$ cat config.mk
export PLATFORM = sky130hd
export DESIGN_NAME = digit_editor_flat
export DESIGN_NICKNAME = d
export VERILOG_FILES = /design/src/rtl/dds_ui_pkg.sv /design/src/rtl/digit_editor_if.sv /design/src/rtl/key_conditioner.sv /design/src/rtl/digit_editor.sv /design/src/flat_wrapper.sv
export SDC_FILE = /design/constraint.sdc
export NUM_CORES = 1
export LEC_CHECK = 0
export BUFFER_PORTS_ARGS = -buffer_cell sky130_fd_sc_hd__buf_2
export CAP_MARGIN = 25
export CORE_UTILIZATION = 62
export CTS_BUF_LIST = sky130_fd_sc_hd__clkbuf_16
export DETAILED_ROUTE_END_ITERATION = 10
export PLACE_DENSITY = 0.78
export SYNTH_ARGS = -nofsm -noshare
export SYNTH_HDL_FRONTEND = slang
export SYNTH_HIERARCHICAL = 1
export SYNTH_SLANG_ARGS = --single-unit
$ cat constraint.sdc
create_clock -name clk -period 3.5 [get_ports clk]
set_input_delay 0.35 -clock clk [delete_from_list [all_inputs] [get_ports clk]]
set_output_delay 0.35 -clock clk [all_outputs]
set_load 0.005 [all_outputs]
$ cat src/rtl/dds_ui_pkg.sv
// Shared constants and helpers for the DDS key-driven digit editor.
package dds_ui_pkg;

  localparam int DIGIT_W    = 4;
  localparam int MAX_DIGITS = 8;

  localparam int K_U = 0;
  localparam int K_D = 1;
  localparam int K_L = 2;
  localparam int K_R = 3;

  typedef struct packed {
    logic [MAX_DIGITS*DIGIT_W-1:0] value;
    logic                          ovf;
  } step_t;

  function automatic int clog2(input int v);
    int r;
    r = 0;
    for (int i = 0; i < 31; i++) begin
      if ((1 << i) < v) r = i + 1;
    end
    return r;
  endfunction

  function automatic int sel_w(input int n);
    return (clog2(n) > 0) ? clog2(n) : 1;
  endfunction

  // Adds or subtracts one unit at digit 'sel' with ripple carry/borrow;
  // ovf is the carry/borrow left over past the top digit.
  function automatic step_t carry_step(input logic [MAX_DIGITS*DIGIT_W-1:0] value,
                                       input int num_digits, input logic [4:0] radix,
                                       input int sel, input logic down);
    step_t      r;
    logic [4:0] d;
    logic       c;
    r.value = value;
    c       = 1'b1;
    for (int i = 0; i < MAX_DIGITS; i++) begin
      if (i >= sel && i < num_digits && c) begin
        d = {1'b0, value[i*DIGIT_W +: DIGIT_W]};
        if (!down) begin
          if (d + 5'd1 == radix) begin
            r.value[i*DIGIT_W +: DIGIT_W] = '0;
          end else begin
            r.value[i*DIGIT_W +: DIGIT_W] = d[3:0] + 4'd1;
            c = 1'b0;
          end
        end else begin
          if (d == 5'd0) begin
            d = radix - 5'd1;
            r.value[i*DIGIT_W +: DIGIT_W] = d[3:0];
          end else begin
            r.value[i*DIGIT_W +: DIGIT_W] = d[3:0] - 4'd1;
            c = 1'b0;
          end
        end
      end
    end
    r.ovf = c;
    return r;
  endfunction

endpackage

$ cat src/rtl/digit_editor_if.sv
// Key inputs and digit outputs of the digit editor.
interface digit_editor_if #(
  parameter int NUM_DIGITS = 4
);
  import dds_ui_pkg::*;

  localparam int SEL_W = sel_w(NUM_DIGITS);

  // Keys are raw active-low levels, asynchronous to clk; all outputs are
  // registered, changed/limit are single-cycle pulses.
  logic                          KEY_U;
  logic                          KEY_D;
  logic                          KEY_L;
  logic                          KEY_R;
  logic [NUM_DIGITS*DIGIT_W-1:0] digits;
  logic [SEL_W-1:0]              Bit_Sel;
  logic                          changed;
  logic                          limit;

  modport master (output KEY_U, KEY_D, KEY_L, KEY_R,
                  input  digits, Bit_Sel, changed, limit);
  modport slave  (input  KEY_U, KEY_D, KEY_L, KEY_R,
                  output digits, Bit_Sel, changed, limit);

endinterface

$ cat src/rtl/key_conditioner.sv
// Synchroniser, counter debounce and optional auto-repeat for one active-low key.
module key_conditioner
  import dds_ui_pkg::*;
#(
  parameter int DEB_CYCLES = 250000,
  parameter int REP_DELAY  = 25000000,
  parameter int REP_PERIOD = 5000000,
  parameter bit REPEAT_EN  = 1'b1
) (
  input  logic clk,
  input  logic rst,
  input  logic key_n,
  output logic press
);

  localparam int DEB_LAST = (DEB_CYCLES > 1) ? DEB_CYCLES - 1 : 0;
  localparam int DEB_W    = sel_w(DEB_CYCLES + 1);
  localparam int REP_MAX  = (REP_DELAY > REP_PERIOD) ? REP_DELAY : REP_PERIOD;
  localparam int REP_W    = sel_w(REP_MAX + 1);
  localparam bit REP_ON   = REPEAT_EN && (REP_PERIOD > 0);
  localparam logic [REP_W-1:0] DELAY_LAST  = REP_W'((REP_DELAY > 0) ? REP_DELAY - 1 : 0);
  localparam logic [REP_W-1:0] PERIOD_LAST = REP_W'((REP_PERIOD > 0) ? REP_PERIOD - 1 : 0);

  logic [1:0]       sync_q, sync_d;
  logic [DEB_W-1:0] deb_cnt_q, deb_cnt_d;
  logic             deb_q, deb_d;
  logic [REP_W-1:0] rep_cnt_q, rep_cnt_d;
  logic             rep_phase_q, rep_phase_d;
  logic             press_q, press_d;
  logic             lvl;
  logic             rep_fire;

  always_comb begin
    sync_d      = {sync_q[0], key_n};
    lvl         = ~sync_q[1];
    deb_d       = deb_q;
    deb_cnt_d   = '0;
    rep_cnt_d   = '0;
    rep_phase_d = 1'b0;
    rep_fire    = 1'b0;

    if (lvl != deb_q) begin
      if (deb_cnt_q == DEB_W'(DEB_LAST)) deb_d = lvl;
      else deb_cnt_d = deb_cnt_q + DEB_W'(1);
    end

    // Repeat timer runs only across cycles where the key stays pressed;
    // the first interval is REP_DELAY, later ones REP_PERIOD.
    if (REP_ON && deb_q && deb_d) begin
      if (rep_cnt_q == (rep_phase_q ? PERIOD_LAST : DELAY_LAST)) begin
        rep_fire    = 1'b1;
        rep_phase_d = 1'b1;
      end else begin
        rep_cnt_d   = rep_cnt_q + REP_W'(1);
        rep_phase_d = rep_phase_q;
      end
    end

    press_d = (deb_d && !deb_q) || rep_fire;
  end

  always_ff @(posedge clk) begin
    if (rst) begin
      sync_q      <= 2'b11;
      deb_cnt_q   <= '0;
      deb_q       <= 1'b0;
      rep_cnt_q   <= '0;
      rep_phase_q <= 1'b0;
      press_q     <= 1'b0;
    end else begin
      sync_q      <= sync_d;
      deb_cnt_q   <= deb_cnt_d;
      deb_q       <= deb_d;
      rep_cnt_q   <= rep_cnt_d;
      rep_phase_q <= rep_phase_d;
      press_q     <= press_d;
    end
  end

  assign press = press_q;

endmodule

$ cat src/rtl/digit_editor.sv
// Key-driven digit editor: selects a digit with L/R and steps it with U/D.
module digit_editor
  import dds_ui_pkg::*;
#(
  parameter int          NUM_DIGITS = 4,
  parameter int          RADIX      = 10,
  parameter int          CARRY_MODE = 0,
  parameter int          DEB_CYCLES = 250000,
  parameter int          REP_DELAY  = 25000000,
  parameter int          REP_PERIOD = 5000000,
  parameter logic [31:0] RESET_VAL  = 32'h0
) (
  input logic           clk,
  input logic           rst,
  digit_editor_if.slave bus
);

  localparam int DW    = NUM_DIGITS * DIGIT_W;
  localparam int SEL_W = sel_w(NUM_DIGITS);
  localparam logic [SEL_W-1:0]   SEL_LAST   = SEL_W'(NUM_DIGITS - 1);
  localparam logic [DIGIT_W-1:0] RADIX_LAST = DIGIT_W'(RADIX - 1);

  logic [3:0]         key_n;
  logic [3:0]         press;
  logic [DW-1:0]      digits_q, digits_d;
  logic [SEL_W-1:0]   sel_q, sel_d;
  logic               changed_q, changed_d;
  logic               limit_q, limit_d;
  logic               u_ev, d_ev, l_ev, r_ev;
  logic [DIGIT_W-1:0] nib, nib_new;
  int                 sel_idx;
  step_t              step;
  logic               step_unused;

  assign key_n[K_U] = bus.KEY_U;
  assign key_n[K_D] = bus.KEY_D;
  assign key_n[K_L] = bus.KEY_L;
  assign key_n[K_R] = bus.KEY_R;

  for (genvar k = 0; k < 4; k++) begin : g_key
    key_conditioner #(
      .DEB_CYCLES(DEB_CYCLES),
      .REP_DELAY (REP_DELAY),
      .REP_PERIOD(REP_PERIOD),
      .REPEAT_EN (k == K_U || k == K_D)
    ) u_key (
      .clk  (clk),
      .rst  (rst),
      .key_n(key_n[k]),
      .press(press[k])
    );
  end

  assign step = carry_step(32'(digits_q), NUM_DIGITS, 5'(RADIX), int'(sel_q), d_ev);
  assign step_unused = ^step;

  always_comb begin
    u_ev      = press[K_U] & ~press[K_D];
    d_ev      = press[K_D] & ~press[K_U];
    l_ev      = press[K_L] & ~press[K_R];
    r_ev      = press[K_R] & ~press[K_L];
    sel_d     = sel_q;
    digits_d  = digits_q;
    limit_d   = 1'b0;
    sel_idx   = int'(sel_q);
    nib       = digits_q[sel_idx*DIGIT_W +: DIGIT_W];
    nib_new   = nib;

    if (l_ev) sel_d = (sel_q == SEL_LAST) ? '0 : sel_q + SEL_W'(1);
    else if (r_ev) sel_d = (sel_q == '0) ? SEL_LAST : sel_q - SEL_W'(1);

    // Value step always uses the selection from before this cycle's L/R.
    if (u_ev || d_ev) begin
      if (CARRY_MODE != 0) begin
        if (step.ovf) limit_d = 1'b1;
        else digits_d = step.value[DW-1:0];
      end else begin
        if (u_ev) nib_new = (nib == RADIX_LAST) ? '0 : nib + DIGIT_W'(1);
        else nib_new = (nib == '0) ? RADIX_LAST : nib - DIGIT_W'(1);
        digits_d[sel_idx*DIGIT_W +: DIGIT_W] = nib_new;
      end
    end

    changed_d = (digits_d != digits_q);
  end

  always_ff @(posedge clk) begin
    if (rst) begin
      digits_q  <= RESET_VAL[DW-1:0];
      sel_q     <= '0;
      changed_q <= 1'b0;
      limit_q   <= 1'b0;
    end else begin
      digits_q  <= digits_d;
      sel_q     <= sel_d;
      changed_q <= changed_d;
      limit_q   <= limit_d;
    end
  end

  assign bus.digits  = digits_q;
  assign bus.Bit_Sel = sel_q;
  assign bus.changed = changed_q;
  assign bus.limit   = limit_q;

endmodule
$ cat src/flat_wrapper.sv
// flat-port wrapper written by rule: the top's interface ports become plain ports
module digit_editor_flat import dds_ui_pkg::*;
#(
  parameter int          NUM_DIGITS = 4,
  parameter int          RADIX      = 10,
  parameter int          CARRY_MODE = 0,
  parameter int          DEB_CYCLES = 250000,
  parameter int          REP_DELAY  = 25000000,
  parameter int          REP_PERIOD = 5000000,
  parameter logic [31:0] RESET_VAL  = 32'h0
)
  (clk, rst, bus_KEY_U, bus_KEY_D, bus_KEY_L, bus_KEY_R, bus_digits, bus_Bit_Sel, bus_changed, bus_limit);
  digit_editor_if #(.NUM_DIGITS(NUM_DIGITS)) bus_i ();
  input logic clk;
  input logic rst;
  input wire logic [$bits(bus_i.KEY_U)-1:0] bus_KEY_U;
  input wire logic [$bits(bus_i.KEY_D)-1:0] bus_KEY_D;
  input wire logic [$bits(bus_i.KEY_L)-1:0] bus_KEY_L;
  input wire logic [$bits(bus_i.KEY_R)-1:0] bus_KEY_R;
  output wire logic [$bits(bus_i.digits)-1:0] bus_digits;
  output wire logic [$bits(bus_i.Bit_Sel)-1:0] bus_Bit_Sel;
  output wire logic [$bits(bus_i.changed)-1:0] bus_changed;
  output wire logic [$bits(bus_i.limit)-1:0] bus_limit;
  assign bus_i.KEY_U = bus_KEY_U;
  assign bus_i.KEY_D = bus_KEY_D;
  assign bus_i.KEY_L = bus_KEY_L;
  assign bus_i.KEY_R = bus_KEY_R;
  assign bus_digits = bus_i.digits;
  assign bus_Bit_Sel = bus_i.Bit_Sel;
  assign bus_changed = bus_i.changed;
  assign bus_limit = bus_i.limit;
  digit_editor #(.NUM_DIGITS(NUM_DIGITS), .RADIX(RADIX), .CARRY_MODE(CARRY_MODE), .DEB_CYCLES(DEB_CYCLES), .REP_DELAY(REP_DELAY), .REP_PERIOD(REP_PERIOD), .RESET_VAL(RESET_VAL)) u_core (.clk(clk), .rst(rst), .bus(bus_i));
endmodule
## After elaboration in Yosys (flattened, before gate mapping)

Index checks and enable logic that the tools add are counted.

| storage, ports and cells | value |
|---|---|
| bits in read-only memories | 0 |
| word-level logic and storage cells | 116 |
| memories | 0 |
| RAM bits | 0 |
| output and inout port bits | 20 |
| register bits | 159 |
| input port bits | 6 |
| latch bits | 0 |

| cells by class | value |
|---|---|
| reductions and logical operators | 24 |
| bitwise operators | 18 |
| add/sub/neg operators | 11 |
| equal/unequal tests | 13 |
| multiply operators | 0 |
| divide/modulo/power cells | 0 |
| magnitude comparators | 0 |
| mux-type cells | 24 |
| shift-type cells | 3 |

Operators with widths:

| kind | count |
|---|---|
| $add A18 B1 Y18 const B | 4 |
| $eq A18 B18 Y1 const B | 4 |
| $add A25 B1 Y25 const B | 2 |
| $eq A25 B25 Y1 | 2 |
| $mux W25 | 2 |
| $neg A4 Y33 | 1 |
| $shift A4 B33 Y16 const A | 1 |
| $shiftx A4 B33 Y16 | 1 |
| $reduce_or A3 Y1 | 6 |
| $bwmux W16 | 1 |
| $mux W16 | 1 |
| $mux W4 | 4 |
| $ne A16 B16 Y1 | 1 |
| $shiftx A16 B5 Y4 | 1 |
| $not A1 Y1 | 14 |
| $mux W1 | 12 |
| $mux W2 | 4 |
| $logic_and A1 B1 Y1 | 6 |
| $add A4 B1 Y4 const B | 1 |
| $and A1 B1 Y1 | 4 |
| $eq A4 B4 Y1 const B | 1 |
| $logic_not A1 Y1 | 4 |
| $logic_not A4 Y1 | 1 |
| $ne A1 B1 Y1 | 4 |
| other kinds (8) | 11 |

## Depth between registers and ports, before layout

Gate-level depths: netlist of the first run.

| depth | value |
|---|---|
| depth after elaboration | 9 |
| depth in mapped cells | 12 |
| mapped depth without buffers | 10 |

## By module

Netlist of the first run, hierarchy kept.

Modules (own cells, without submodules):

| module | area an instance (µm²) | cells an instance | seq. area each (µm²) | instances |
|---|---|---|---|---|
| key_conditioner at u_core.g_key[0].u_key ... | 2273.4 | 253 | 960.9 | 2 |
| key_conditioner at u_core.g_key[2].u_key ... | 962.2 | 105 | 440.4 | 2 |
| digit_editor | 1655.3 | 198 | 380.4 | 1 |

## Worst setup path after synthesis of the first run

OpenSTA, ideal clock, no wires.

| timing path | value |
|---|---|
| kind | register to register |
| from | reg u_core.sel_q[0] (netlist: u_core/bus.Bit_Sel[0]) |
| to | reg u_core.changed_q (netlist: u_core/bus.changed) |
| setup time | 0.140 ns |
| arrival time | 2.703 ns |
| buffers on the path | 2 |
| cell stages (with the launch flop) | 12 |
| path slack | 0.657 ns |
| data required time | 3.360 ns |
| period minus slack after synthesis | 2.843 ns |
| cells stage by stage | dfxtp_1 buf_6 buf_2 inv_1 ha_1 or3b_1 nand3b_1 a311o_1 a311oi_1 o2111ai_1 nor4_1 a41oi_1 |

| on the way | value |
|---|---|
| longest elaborated chain between the ends | 9 |
| elaborated cells between the ends (all ways) | 15 |
| classes of those cells | add/sub (3); eq/ne (2); shift (3); mux (6); reduce/logical (1) |

Ends and longest elaborated chain:

| element | RTL line | RTL |
|---|---|---|
| from (decl) | digit_editor.sv:26 | `logic [SEL_W-1:0] sel_q, sel_d;` |
| from (signal assigned) | digit_editor.sv:95 | `sel_q <= sel_d;` |
| $shiftx A16 B5 Y4 | digit_editor.sv:66 | `nib = digits_q[sel_idx*DIGIT_W +: DIGIT_W];` |
| $sub A4 B1 Y4 (tied with other cells) | digit_editor.sv:79 | `else nib_new = (nib == '0) ? RADIX_LAST : nib - DIGIT_W'(1);` |
| $mux W4 (on tied branches) | digit_editor.sv:79, digit_editor.sv:78 |  |
| $mux W4 | digit_editor.sv:78 | `if (u_ev) nib_new = (nib == RADIX_LAST) ? '0 : nib + DIGIT_W'(1);` |
| $mux W4 | digit_editor.sv:73 | `if (u_ev \|\| d_ev) begin` |
| $shiftx A4 B33 Y16 | digit_editor.sv:80 | `digits_d[sel_idx*DIGIT_W +: DIGIT_W] = nib_new;` |
| $bwmux W16 * | digit_editor.sv:80 |  |
| $mux W16 * | digit_editor.sv:73 |  |
| $ne A16 B16 Y1 * | digit_editor.sv:84 | `changed_d = (digits_d != digits_q);` |
| to (signal assigned) | digit_editor.sv:96 | `changed_q <= changed_d;` |
| to (decl) | digit_editor.sv:27 | `logic changed_q, changed_d;` |

Every way passes the cells marked *; elsewhere a longest branch is shown, timed or not. The select of a mux whose other input is x is not followed.
A chain may end at the register's enable or synchronous reset.

## Worst setup path after layout of the first run

Same ends and word-level chain as after synthesis.

==> summary.md, run 1 <==
| Metric | Value |
|---|---|
| Run status | finished clean |
| Most common cell after layout, fill and taps aside | dfxtp_1 |
| CTS Hold Buffers Added | 0 |
| Core area | 0.0127 sq mm |
| GRT busiest layer | met2 |
| Number of diodes | 0 |
| CTS tree | built |
| # H-tree levels | 4 |
| Cells after Synth | 914 |
| Nets@finish | 952 |
| Total negative slack | 0 ps |
| CP endpoint kind | flip-flop |
| Final Hold Fails | 0 |
| Pint | 2850 uW |
| Clock latency on the worst-skew pair | 430 ps |
| Avg Synthesized Cell Area | 8.89 sq um |
| Crit-path slowest cell | dfxtp_1 |
| Final period util | 90.7% |
| Max-slew violation count | 0 |
| Maximum fanout along the worst path | 9 |
| Synth Net Count | 937 |
| Drt pass-1 iters | 5 |
| Final setup violation count | 0 |
| Worst hold slack | 106 ps |
| # fillers | 1027 |
| Cell variety after synth | 70 |
| Gpl congestion | 0.893 |
| Rows | 41 |
| Worst path cell trace | inv_1 -> ha_1 -> or3b_1 -> nand3b_1 -> a311o_1 -> a311oi_1 -> o2111ai_1 -> nor4_1 -> a41oi_1 |
| Worst R2R Start | u_core/bus.Bit_Sel[0] |
| Slowest Stage Delay on Critical Path | 520 ps |
| Pwr dens | 407 mW/mm^2 |
| Number of buffers created by CTS | 17 |
| Via/cell ratio | 6.27 |
| CTS Buffer Depth | 2 |
| Remaining antenna violation count | 0 |
| Max_slew headroom | 38.6% |
| CP bufs+invs | 1 |
| Post_cts resized | 0 |
| Setup Crit Path Kind | flip-flop to flip-flop |
| Async SR Flop Fraction | 0% |
| Required @ worst endpoint | 3760 ps |
| Fraction of layout instances using a drive strength above 1 | 10.7% |
| Reg2Reg Depth | 9 |
| Largest net degree at the start of global routing | 42 |
| Comb pwr share | 0.7% |
| Clk root buf | clkbuf_16 |
| Post-synth EDFFs | 0 |
| Hold EP | u_core/g_key[0].u_key/sync_q[0] |
| Most frequent cells in the layout | dfxtp_1 (159), nor2_1 (85), nand2_1 (62), nand3_1 (46), xnor2_1 (38) |
| Met1 GRT Util | 38.1% |
| Vias in the first global route | 6596 |
| GRT Util Overall | 29.3% |
| Initial antenna violation count | 0 |
| Max-Cap Viols | 0 |
| Area grow syn2layout | 8.87% |
| Prevailing post-synth register cell | dfxtp_1 |
| CP arrival | 3440 ps |
| Die Wd | 116 um |
| RSZ-0062 raised after global routing | no |
| Avg WL per Cell | 16.8 um |
| Top-level I/O count | 26 |
| Total setup buffers inserted after CTS | 0 |
| Sw Share | 20.7% |
| Met2 usage | 48.6% |
| Clock Power Share | 48.7% |
| DRC viols | 0 |
| Yosys warnings | 6 |
| P_sw | 745 uW |
| R2r endpoint | u_core/bus.changed |
| First-pass GRT wire length | 31.3 mm |
| Worst hold path type | input pin to flip-flop |
| Leak | 0.00275 uW |
| Worst Skew | 10.7 ps |
| IO buf count | 24 |
| Yosys reg bits | 159 |
| CP delay by family, top | compound AO/OA/AOI/OAI gates |
| Slew @ Worst Pin | 921 ps |
| Hold path start | bus_KEY_U |
| Initial detailed-routing violation count | 643 |
| Clock sink total | 159 |
| Max VDD drop | 0.354 mV |
| Post-DP HPWL | 12.7 mm |
| Routed WL | 18.7 mm |
| Die area | 0.0136 sq mm |
| Chip Height | 116 um |
| Crit path time final | 3170 ps |
| Reg power frac | 50.6% |
| Post-synthesis sequential area ratio | 39.2% |
| Clk pin slew, worst setup/hold paths | 60 ps |
| Met3 usage | 5.71% |
| Startpoint Class | flip-flop |
| Fmax | 315 MHz |
| Number of cells on the worst hold path | 2 |
| Synth Cell Area | 0.00813 sq mm |
| R2R Setup Slk | 330 ps |
| Gr ovfl total | 0 |
| Via Count | 6978 |
| Starting Density | 63.9% |
## worst max path at each step
stage | startpoint | endpoint | cells after the start
after global placement | u_core/bus.Bit_Sel[0] | u_core/bus.changed | 10
final | u_core/bus.Bit_Sel[0] | u_core/bus.changed | 9
after detailed placement | u_core/bus.Bit_Sel[0] | u_core/bus.changed | 9
after global routing | u_core/bus.Bit_Sel[0] | u_core/bus.changed | 9
after CTS | u_core/bus.Bit_Sel[0] | u_core/bus.changed | 9
after floorplan | u_core/bus.Bit_Sel[0] | u_core/bus.changed | 11
## synthesized netlist by cell type, types with 24 or more instances
cell type	count	area, sq um
nand2_1	62	233
o21ai_0	28	140
dfxtp_1	159	3180
or3_1	32	200
nor2_1	85	319
a21oi_1	26	130
nor3_1	37	185
inv_1	24	90.1
xor2_1	37	324
nand3_1	46	230
nand4_1	31	194
xnor2_1	38	333
a211oi_1	29	218
## power by group through the flow
stage | clock, uW | sequential (uW) | combinational (uW)
after floorplan | 0 | 1860 | 17.3
after global placement | 0 | 1860 | 24.2
after detailed placement | 0 | 1860 | 25.4
after CTS | 1770 | 1820 | 25.6
after global routing | 1850 | 1820 | 28.1
final | 1750 | 1820 | 25.3
## kinds of logic (layout without fill, tap and decap cells)
family | count (synthesis) | count (layout) | share of synthesized area, %
AND/OR/NAND/NOR | 443 | 443 | 30.8
flip-flops | 159 | 159 | 39.2
AO/OA/AOI/OAI | 146 | 146 | 13.0
XOR/XNOR | 75 | 75 | 8.08
buffers and inverters | 60 | 87 | 3.90
adder cells (fa/ha/maj) | 17 | 17 | 2.62
multiplexers | 13 | 13 | 2.36
other | 1 | 1 | 0.0461
## cell type report
class	instances	area (sq um)	area share [%]
multi-input cells	695	4630	52.3
flip-flops and latches	159	3180	36.0
clock buffers	17	425	4.81
well taps	172	215	2.43
repair buffers	32	180	2.04
clock inverters	14	126	1.43
inverters	24	90.1	1.02
## metrics by stage
stage | cells | cell area (sq um) | power [uW] | utilization (%) | worst slack, ps
final | 1113 | 8850 | 3600 | 69.5 | 325
after detailed placement | 1082 | 8300 | 1890 | 65.2 | 391
after floorplan | 914 | 8130 | 1880 | - | 657
after global placement | 1082 | 8300 | 1880 | 65.2 | 445
after global routing | 1113 | 8850 | 3700 | 69.5 | 144
after CTS | 1113 | 8850 | 3620 | 69.5 | 351
## worst register-to-register path, cell delays in order (launching register included)
cell       delay (ps)
dfxtp_1           520
inv_1             180
ha_1              470
or3b_1            420
nand3b_1          260
a311o_1           320
a311oi_1          300
o2111ai_1         160
nor4_1            230
a41oi_1           140
## sequential cells by signal, summed over array words and instances (netlist names)
register / count
u_core/bus.Bit_Sel: 2
u_core/bus.changed: 1
u_core/bus.digits: 16
u_core/g_key.u_key/deb_cnt_q: 72
u_core/g_key.u_key/deb_q: 4
u_core/g_key.u_key/press: 4
u_core/g_key.u_key/rep_cnt_q: 50
u_core/g_key.u_key/rep_phase_q: 2
u_core/g_key.u_key/sync_q: 8
## per-layer routing
layer | share of wire [%] | wire [um] | vias up
li1 | - | - | 3418
met4 | 1.4 | 269 | 0
met1 | 46 | 8500 | 3349
met2 | 48 | 8930 | 185
met5 | 0 | 0 | -
met3 | 5.1 | 958 | 26
Note: power is estimated with default switching activity, not from simulation.
==> inputs of run 2 (changes only) <==
CTS_BUF_LIST = sky130_fd_sc_hd__clkbuf_4 sky130_fd_sc_hd__clkbuf_8 sky130_fd_sc_hd__clkbuf_16   (was sky130_fd_sc_hd__clkbuf_16)
GPL_TIMING_DRIVEN = 0   (was not set)
==> run 2 against run 1 <==
Net effect: highest routed layer unchanged; largest cell class unchanged; maximum frequency shrank 4.5%; cell count up 2.5%; non-clock buffer count is 28 higher; die area is the same; cell area increased by 2.9%.
==> summary.md, run 2 (synthesis gave the netlist of run 1 again) <==
| Metric | Value |
|---|---|
| Area grow syn2layout | 12.0% |
| Worst Skew | 10.4 ps |
| Clk root buf | clkbuf_16 |
| CP endpoint kind | flip-flop |
| Most frequent cells in the layout | dfxtp_1 (158), nor2_1 (85), nand2_1 (62), nand3_1 (46), xnor2_1 (38) |
| Nets@finish | 980 |
| Initial antenna violation count | 0 |
| Initial detailed-routing violation count | 588 |
| Gr ovfl total | 0 |
| Pwr dens | 415 mW/mm^2 |
| Fraction of layout instances using a drive strength above 1 | 12.8% |
| M1 WL | 8.16 mm |
| Maximum fanout along the worst path | 10 |
| Max VDD drop | 0.425 mV |
| Gpl congestion | 0.889 |
| Total negative slack | 0 ps |
| Final instance area | 0.00910 sq mm |
| CP bufs+invs | 3 |
| Setup Crit Path Kind | flip-flop to flip-flop |
| Placed instance area | 0.00846 sq mm |
| Clock latency on the worst-skew pair | 430 ps |
| Via Count | 7186 |
| Number of buffers created by CTS | 17 |
| Via/cell ratio | 6.30 |
| Max_slew headroom | 57.1% |
| Chip Height | 116 um |
| WL met2 | 8.80 mm |
| Startpoint Class | flip-flop |
| CP arrival | 3600 ps |
| Largest register by flop count | u_core/g_key.u_key/deb_cnt_q |
| Rows | 41 |
| Top-level I/O count | 26 |
| Drt pass-1 iters | 5 |
| CTS tree | built |
| Vias in the first global route | 6748 |
| # H-tree levels | 4 |
| Number of diodes | 0 |
| GRT Util Overall | 28.5% |
| Remaining antenna violation count | 0 |
| Clk pin slew, worst setup/hold paths | 60 ps |
| Worst hold path type | input pin to flip-flop |
| Die Wd | 116 um |
| RSZ-0062 raised after global routing | no |
| Slowest Stage Delay on Critical Path | 420 ps |
| First-pass GRT wire length | 30.6 mm |
| Starting Density | 63.9% |
| Core area | 0.0127 sq mm |
| Final setup violation count | 0 |
| Required @ worst endpoint | 3780 ps |
| Most common cell after layout, fill and taps aside | dfxtp_1 |
| Avg WL per Cell | 16.0 um |
| Max Used Layer | met4 |
| Worst path cell trace | buf_6 -> buf_2 -> inv_1 -> ha_2 -> or3b_1 -> nand3b_1 -> a311o_1 -> a311oi_1 -> o2111ai_1 -> nor4_2 -> a41oi_1 |
| Max-Cap Viols | 0 |
| Routed WL | 18.3 mm |
| Worst hold slack | 114 ps |
| Leak | 0.00288 uW |
| Final Hold Fails | 0 |
| CP delay by family, top | compound AO/OA/AOI/OAI gates |
| Crit-path slowest cell | ha_2 |
| Slew @ Worst Pin | 641 ps |
| Met3 Wirelength | 970 um |
| Final core occ | 71.5% |
| Fmax | 301 MHz |
| Largest net degree at the start of global routing | 24 |
| DRC viols | 0 |
| Final period util | 95.0% |
| Post-DP HPWL | 12.7 mm |
| Run status | finished clean |
| IO buf count | 24 |
| CTS Buffer Depth | 2 |
| Post_cts resized | 0 |
| Max-slew violation count | 0 |
| CTS Hold Buffers Added | 0 |
| Die area | 0.0136 sq mm |
| Crit path time final | 3330 ps |
| Total setup buffers inserted after CTS | 0 |
| Largest register FFs | 72 |
| Clock sink total | 159 |
-- run 2: report_power, final --
| group | internal [uW] | switching, uW |
|---|---|---|
| logic | 9.71 | 19.5 |
| clock network | 1180 | 744 |
| registers | 1820 | 4.15 |
-- run 2: path summary, 6_finish.rpt --
kind	startpoint	end	slack, ps	depth (start not counted)
worst max-delay path	u_core/bus.Bit_Sel[0]	u_core/bus.changed	170	11
worst min-delay path	bus_KEY_D	u_core/g_key[1].u_key/sync_q[0]	110	2
worst max register to register	u_core/bus.Bit_Sel[0]	u_core/bus.changed	170	11
worst min register to register	u_core/g_key[2].u_key/sync_q[0]	u_core/g_key[2].u_key/sync_q[1]	410	1
-- run 2: layout make-up --
cell class / instances / area [sq um]
Multi-Input combinational cell: 695 / 4640
Fill cell: 1018 / 3620
Sequential cell: 159 / 3180
Clock buffer: 20 / 467
Buffer: 36 / 228
Tap cell: 172 / 215
Clock inverter: 11 / 154
Timing Repair Buffer: 24 / 120
Inverter: 24 / 90.1
-- run 2: routing by layer --
metal / vias up / track usage [%]
li1: 3482 / -
met1: 3442 / 35.2
met2: 230 / 47.6
met3: 32 / 6.69
met4: 0 / 11.6
met5: - / 0
-- run 2: through the flow --
step                setup slack (ps)  std cells  total power (uW)
global placement                 162       1110              1890
global route                    72.1       1141              3890
CTS                             95.2       1141              3810
floorplan                        657        914              1880
detailed placement               150       1110              1890
finish                           175       1141              3780
